<file path="src/rtl/du_pkg.sv">
// du_pkg: constants shared by the debug-unit blocks.
//   - Framing/handshake byte values used by the master, the register
//     sender and the memory sender.
//   - One-hot state encoding of the register sender FSM.
package du_pkg;

  localparam logic [7:0] SOT_BYTE = 8'h01;
  localparam logic [7:0] EOT_BYTE = 8'h04;
  localparam logic [7:0] ACK_BYTE = 8'h06;
  localparam logic [7:0] NAK_BYTE = 8'h15;

  typedef enum logic [5:0] {
    ST_IDLE      = 6'b000001,
    ST_SEND_SOT  = 6'b000010,
    ST_LATCH     = 6'b000100,
    ST_SEND_BYTE = 6'b001000,
    ST_SEND_EOT  = 6'b010000,
    ST_DONE      = 6'b100000
  } regs_state_e;

endpackage

</file>
<file path="src/rtl/du_regs_sender.sv">
// du_regs_sender: dumps the CPU register file to the host through the
// UART TX FIFO as one frame: SOT, every register LSB-first, EOT.
//
// Ports:
//   clk         system clock
//   i_rst_n     asynchronous active-low reset
//   i_start     level request from the master (sampled in IDLE and DONE)
//   i_reg_data  register-file debug read data for o_reg_addr
//   i_tx_full   TX FIFO full; stalls the frame without losing bytes
//   o_reg_addr  register-file debug read address (registered)
//   o_wr        TX FIFO write enable
//   o_wdata     TX FIFO write data (0x00 when not writing)
//   o_tx_start  UART transmit kick, mirrors o_wr
//   o_done      frame complete, held until i_start drops
module du_regs_sender
  import du_pkg::*;
#(
  parameter int NB_REG       = 32,
  parameter int N_REGS       = 32,
  parameter int NB_ADDR      = 5,
  parameter int NB_UART_DATA = 8
) (
  input  logic                    clk,
  input  logic                    i_rst_n,
  input  logic                    i_start,
  input  logic [NB_REG-1:0]       i_reg_data,
  input  logic                    i_tx_full,
  output logic [NB_ADDR-1:0]      o_reg_addr,
  output logic                    o_wr,
  output logic [NB_UART_DATA-1:0] o_wdata,
  output logic                    o_tx_start,
  output logic                    o_done
);

  localparam int NB_BYTES = NB_REG / NB_UART_DATA;
  localparam int NB_BCNT  = (NB_BYTES > 1) ? $clog2(NB_BYTES) : 1;

  localparam logic [NB_BCNT-1:0] LAST_BYTE = NB_BCNT'(NB_BYTES - 1);
  localparam logic [NB_ADDR-1:0] LAST_IDX  = NB_ADDR'(N_REGS - 1);

  regs_state_e         state,    state_nxt;
  logic [NB_ADDR-1:0]  reg_idx,  reg_idx_nxt;
  logic [NB_BCNT-1:0]  byte_cnt, byte_cnt_nxt;
  logic [NB_REG-1:0]   word_reg, word_reg_nxt;

  logic                    wr;
  logic [NB_UART_DATA-1:0] wdata;

  // State registers
  always_ff @(posedge clk or negedge i_rst_n) begin
    if (!i_rst_n) begin
      state    <= ST_IDLE;
      reg_idx  <= '0;
      byte_cnt <= '0;
      word_reg <= '0;
    end else begin
      state    <= state_nxt;
      reg_idx  <= reg_idx_nxt;
      byte_cnt <= byte_cnt_nxt;
      word_reg <= word_reg_nxt;
    end
  end

  // Next-state and write decode. Every write state checks !i_tx_full, so a
  // full FIFO simply freezes all registers for that cycle.
  always_comb begin
    state_nxt    = state;
    reg_idx_nxt  = reg_idx;
    byte_cnt_nxt = byte_cnt;
    word_reg_nxt = word_reg;
    wr           = 1'b0;
    wdata        = '0;

    case (state)
      ST_IDLE: begin
        if (i_start) begin
          state_nxt   = ST_SEND_SOT;
          reg_idx_nxt = '0;
        end
      end

      ST_SEND_SOT: begin
        if (!i_tx_full) begin
          wr        = 1'b1;
          wdata     = NB_UART_DATA'(SOT_BYTE);
          state_nxt = ST_LATCH;
        end
      end

      // Address has been stable since the previous edge, so the
      // register-file read has a full cycle to settle.
      ST_LATCH: begin
        word_reg_nxt = i_reg_data;
        byte_cnt_nxt = '0;
        state_nxt    = ST_SEND_BYTE;
      end

      ST_SEND_BYTE: begin
        if (!i_tx_full) begin
          wr           = 1'b1;
          wdata        = word_reg[NB_UART_DATA-1:0];
          word_reg_nxt = word_reg >> NB_UART_DATA;
          byte_cnt_nxt = byte_cnt + 1'b1;
          if (byte_cnt == LAST_BYTE) begin
            if (reg_idx == LAST_IDX) begin
              state_nxt = ST_SEND_EOT;
            end else begin
              reg_idx_nxt = reg_idx + 1'b1;
              state_nxt   = ST_LATCH;
            end
          end
        end
      end

      ST_SEND_EOT: begin
        if (!i_tx_full) begin
          wr        = 1'b1;
          wdata     = NB_UART_DATA'(EOT_BYTE);
          state_nxt = ST_DONE;
        end
      end

      // Stay here while the request is still asserted so the same request
      // level cannot retrigger a second dump.
      ST_DONE: begin
        if (!i_start) begin
          state_nxt = ST_IDLE;
        end
      end

      default: begin
        state_nxt = ST_IDLE;
      end
    endcase
  end

  assign o_reg_addr = reg_idx;
  assign o_wr       = wr;
  assign o_tx_start = wr;
  assign o_wdata    = wdata;
  assign o_done     = (state == ST_DONE);

endmodule

</file>
<file path="config.mk">
export PLATFORM = sky130hd
export DESIGN_NAME = du_regs_sender
export DESIGN_NICKNAME = d
export VERILOG_FILES = /design/src/rtl/du_pkg.sv /design/src/rtl/du_regs_sender.sv
export SDC_FILE = /design/constraint.sdc
export NUM_CORES = 1
export LEC_CHECK = 0
export CORE_ASPECT_RATIO = 0.9
export CORE_UTILIZATION = 35
export DETAILED_ROUTE_END_ITERATION = 10
export SYNTH_ARGS = -nofsm -noshare
export SYNTH_HDL_FRONTEND = slang
export SYNTH_SLANG_ARGS = --single-unit
</file>
<file path="constraint.sdc">
create_clock -name clk -period 2.4 [get_ports clk]
set_input_delay 0.48 -clock clk [delete_from_list [all_inputs] [get_ports clk]]
set_output_delay 0.48 -clock clk [all_outputs]
set_load 0.01 [all_outputs]
</file>
==> flow_summary.ini <==
[setup_path]
critPathArrivalTime_ns = 1.86
critPathMaxFanout = 4
cp_data_required_time_ns = 1.92
worstSetupEndpointType = output port
worstSetupStartpointType = register
path_class = reg2out

[clock_network]
cts_made_buffers = 5
clk_latency_ns = 0.29
cts.sinks = 45
htree_levels = 2
path_clk_slew_ns = 0.08
clockRootBuffer = clkbuf_8
tritoncts = done
cts_max_path_buffers = 2
postCtsHoldBufs = 0

[synthesis]
synth_seq_cells = 45
synth_nets = 282
synth.top_cells.by_count = nand2_1, dfrtp_1, nor3_1
synthCells = 243
synth_edf_count = 0
ys_top_cells_by_area = dfrtp_1, nand2_1, a31oi_1
yosysTopAreaCellShare_pct = 48.2
avgSynthCellArea_um2 = 9.39
syn_area_mm2 = 0.00228
ys.flop_type = dfrtp_1
seq_area_frac_synth_pct = 49.4
ys_types = 40
async_reset_ff_share_pct = 100
yosysWarnings = 0
yosysMostFrequentCell = nand2_1
synth_area_leader_cell = dfrtp_1

[global_routing]
grt_pass1_wl_mm = 8.76
grt_antenna_before_repair = 0
grt_max_degree = 46
globalRouteOverflowTotal = 0
grt_usage_pct = 16.6
grt_pass1_vias = 1834

[power_and_ir_drop]
p_total_w = 0.00266
pwr_density_cell_mw_per_mm2 = 856
switchingPower_w = 0.000832
clkPwrFrac_pct = 21.7
power_frac_comb_pct = 32.4
leakage_nw = 1.39
sw_frac_of_total_pct = 31.3
irDropWorstVdd_mv = 0.336
p_int_w = 0.00182
power_frac_seq_pct = 45.9

[die]
rows = 27
fp.dieW_um = 87.1
ios = 52
die_y_um = 78.6
start_util_pct = 36.7
core_area_mm2 = 0.00622
dieArea_mm2 = 0.00685

[drt]
drt_iter0_markers = 117
wirelength_mm = 5.40
dr.pass1.iters = 4
drt-vias-per-instance = 5.09
final_antenna_net_count = 0
wire_per_inst_um = 13.7
dr_total_vias = 2002
drcViolationCount = 0

[outcome]
outcome = finished clean

[placed_design]
dpl.hpwl_mm = 3.74
port_buffers = 51
gp_congestion = 0.903
post-place-ws_ns = -0.165

[timing]
slew_headroom_pct = 59.9
skew_ns = 0.00396
max_freq_mhz = 428
post-route-worst-setup-slack_ns = 0.0638
setup_violations = 0
period_needed_ns = 2.34
finalCritPeriodShare_pct = 97.3
drv_slew = 0
hold_violations = 0
tightest_slew_ns = 0.599

[final_layout]
syn_to_final_growth_pct = 36.0
fillCellCount = 628
largest_reg_flops = 32
drive_above_1_share_pct = 18.3
fin_nets = 344
diodes = 0

[worst_hold_path]
hp-class = in2async

[flow_run]
cap_violations = 0
-- worst max-delay path, stage by stage, from the launching register on --
cell and delay, ns:
dfrtp_1 0.41, buf_4 0.16, o21ai_0 0.17, o211ai_1 0.13, or2_2 0.33, a21oi_2 0.13, clkdlybuf4s15_2 0.23
-- metrics by stage --
step           instances  hold WS (ns)  setup TNS (ns)  cell area [um^2]  utilization (%)
2_1_floorplan        243         0.184               0              2280                -
3_3_place_gp         383         0.479          -0.947              2960             47.7
3_5_place_dp         383         0.484           -1.10              2960             47.7
4_1_cts              393         0.161               0              3080             49.6
5_1_grt              393         0.156        -0.00305              3100             49.9
6_report             393         0.146               0              3100             49.9
-- path summary, 6_finish.rpt --
path                               from             to  slack [ns]  cells past startpoint
max                            state[3]     o_wdata[0]        0.06                      6
min                             i_rst_n  o_reg_addr[1]        0.15                      2
max reg2reg                    state[5]    word_reg[4]        0.30                      7
min reg2reg                word_reg[25]   word_reg[25]        0.51                      1
max in group asynchronous       i_rst_n       state[0]        1.97                      2
min in group clk           word_reg[25]   word_reg[25]        0.51                      1
-- kinds of logic (layout without fill, tap and decap cells) --
group | Yosys count | after routing | synth area share, %
AOI/OAI and AO/OA | 49 | 49 | 14.7
xor gates and xnor gates | 2 | 2 | 0.768
adders and majority gates | 3 | 3 | 1.64
buffers and inverters | 22 | 85 | 5.10
DFF | 45 | 45 | 49.4
muxes | 3 | 3 | 1.43
and+or+nand+nor | 119 | 119 | 27.0
-- layout by cell type (no fill, tap or decap), drive strengths merged, types with 2 or more instances in the layout --
master	instances
nand2	52
dfrtp	44
clkdlybuf4s50	39
buf	30
nor3	27
a31oi	25
a22o	10
clkbuf	7
and2	6
nor2	6
nand3	4
a21oi	4
o21ai	3
o211ai	3
inv	3
nor2b	3
ha	3
nand2b	3
nor4	3
or4	2
and3	2
xor2	2
mux2	2
a21o	2
or3	2
and3b	2
dlygate4sd2	2
or2	2
nor3b	2
clkdlybuf4s15	2
-- metal layers --
metal	wire length, um	vias up	track usage, %
met4	62	0	5.90
met3	243	5	2.94
li1	-	991	-
met1	2710	954	23.6
met5	0	-	0
met2	2390	52	25.2
-- timing repair --
action,CTS,global route
setup buffers,2,0
endpoints found under the setup margin,11,10
pin swaps,1,2
cloned,0,0
resized for setup,37,8
hold endpoints to repair,0,0
-- power groups by stage --
stage,sequential [W],clock [W],combinational [W]
final,0.00122,0.000575,0.000861
after global routing,0.00126,0.000623,0.000967
after CTS,0.00122,0.000587,0.000846
after detailed placement,0.00123,0,0.000825
after global placement,0.00122,0,0.000807
after floorplan,0.00119,0,0.000566
-- final cells by class --
type,count,area (um^2),area share (%)
clock inverter,2,38.8,1.25
clock buffer,6,72.6,2.34
multi-input combinational,176,1090,35.0
sequential,45,1130,36.3
inverter,3,11.3,0.363
timing repair buffer,74,658,21.2
tap,87,109,3.51
Note: power is estimated with default switching activity, not from simulation.
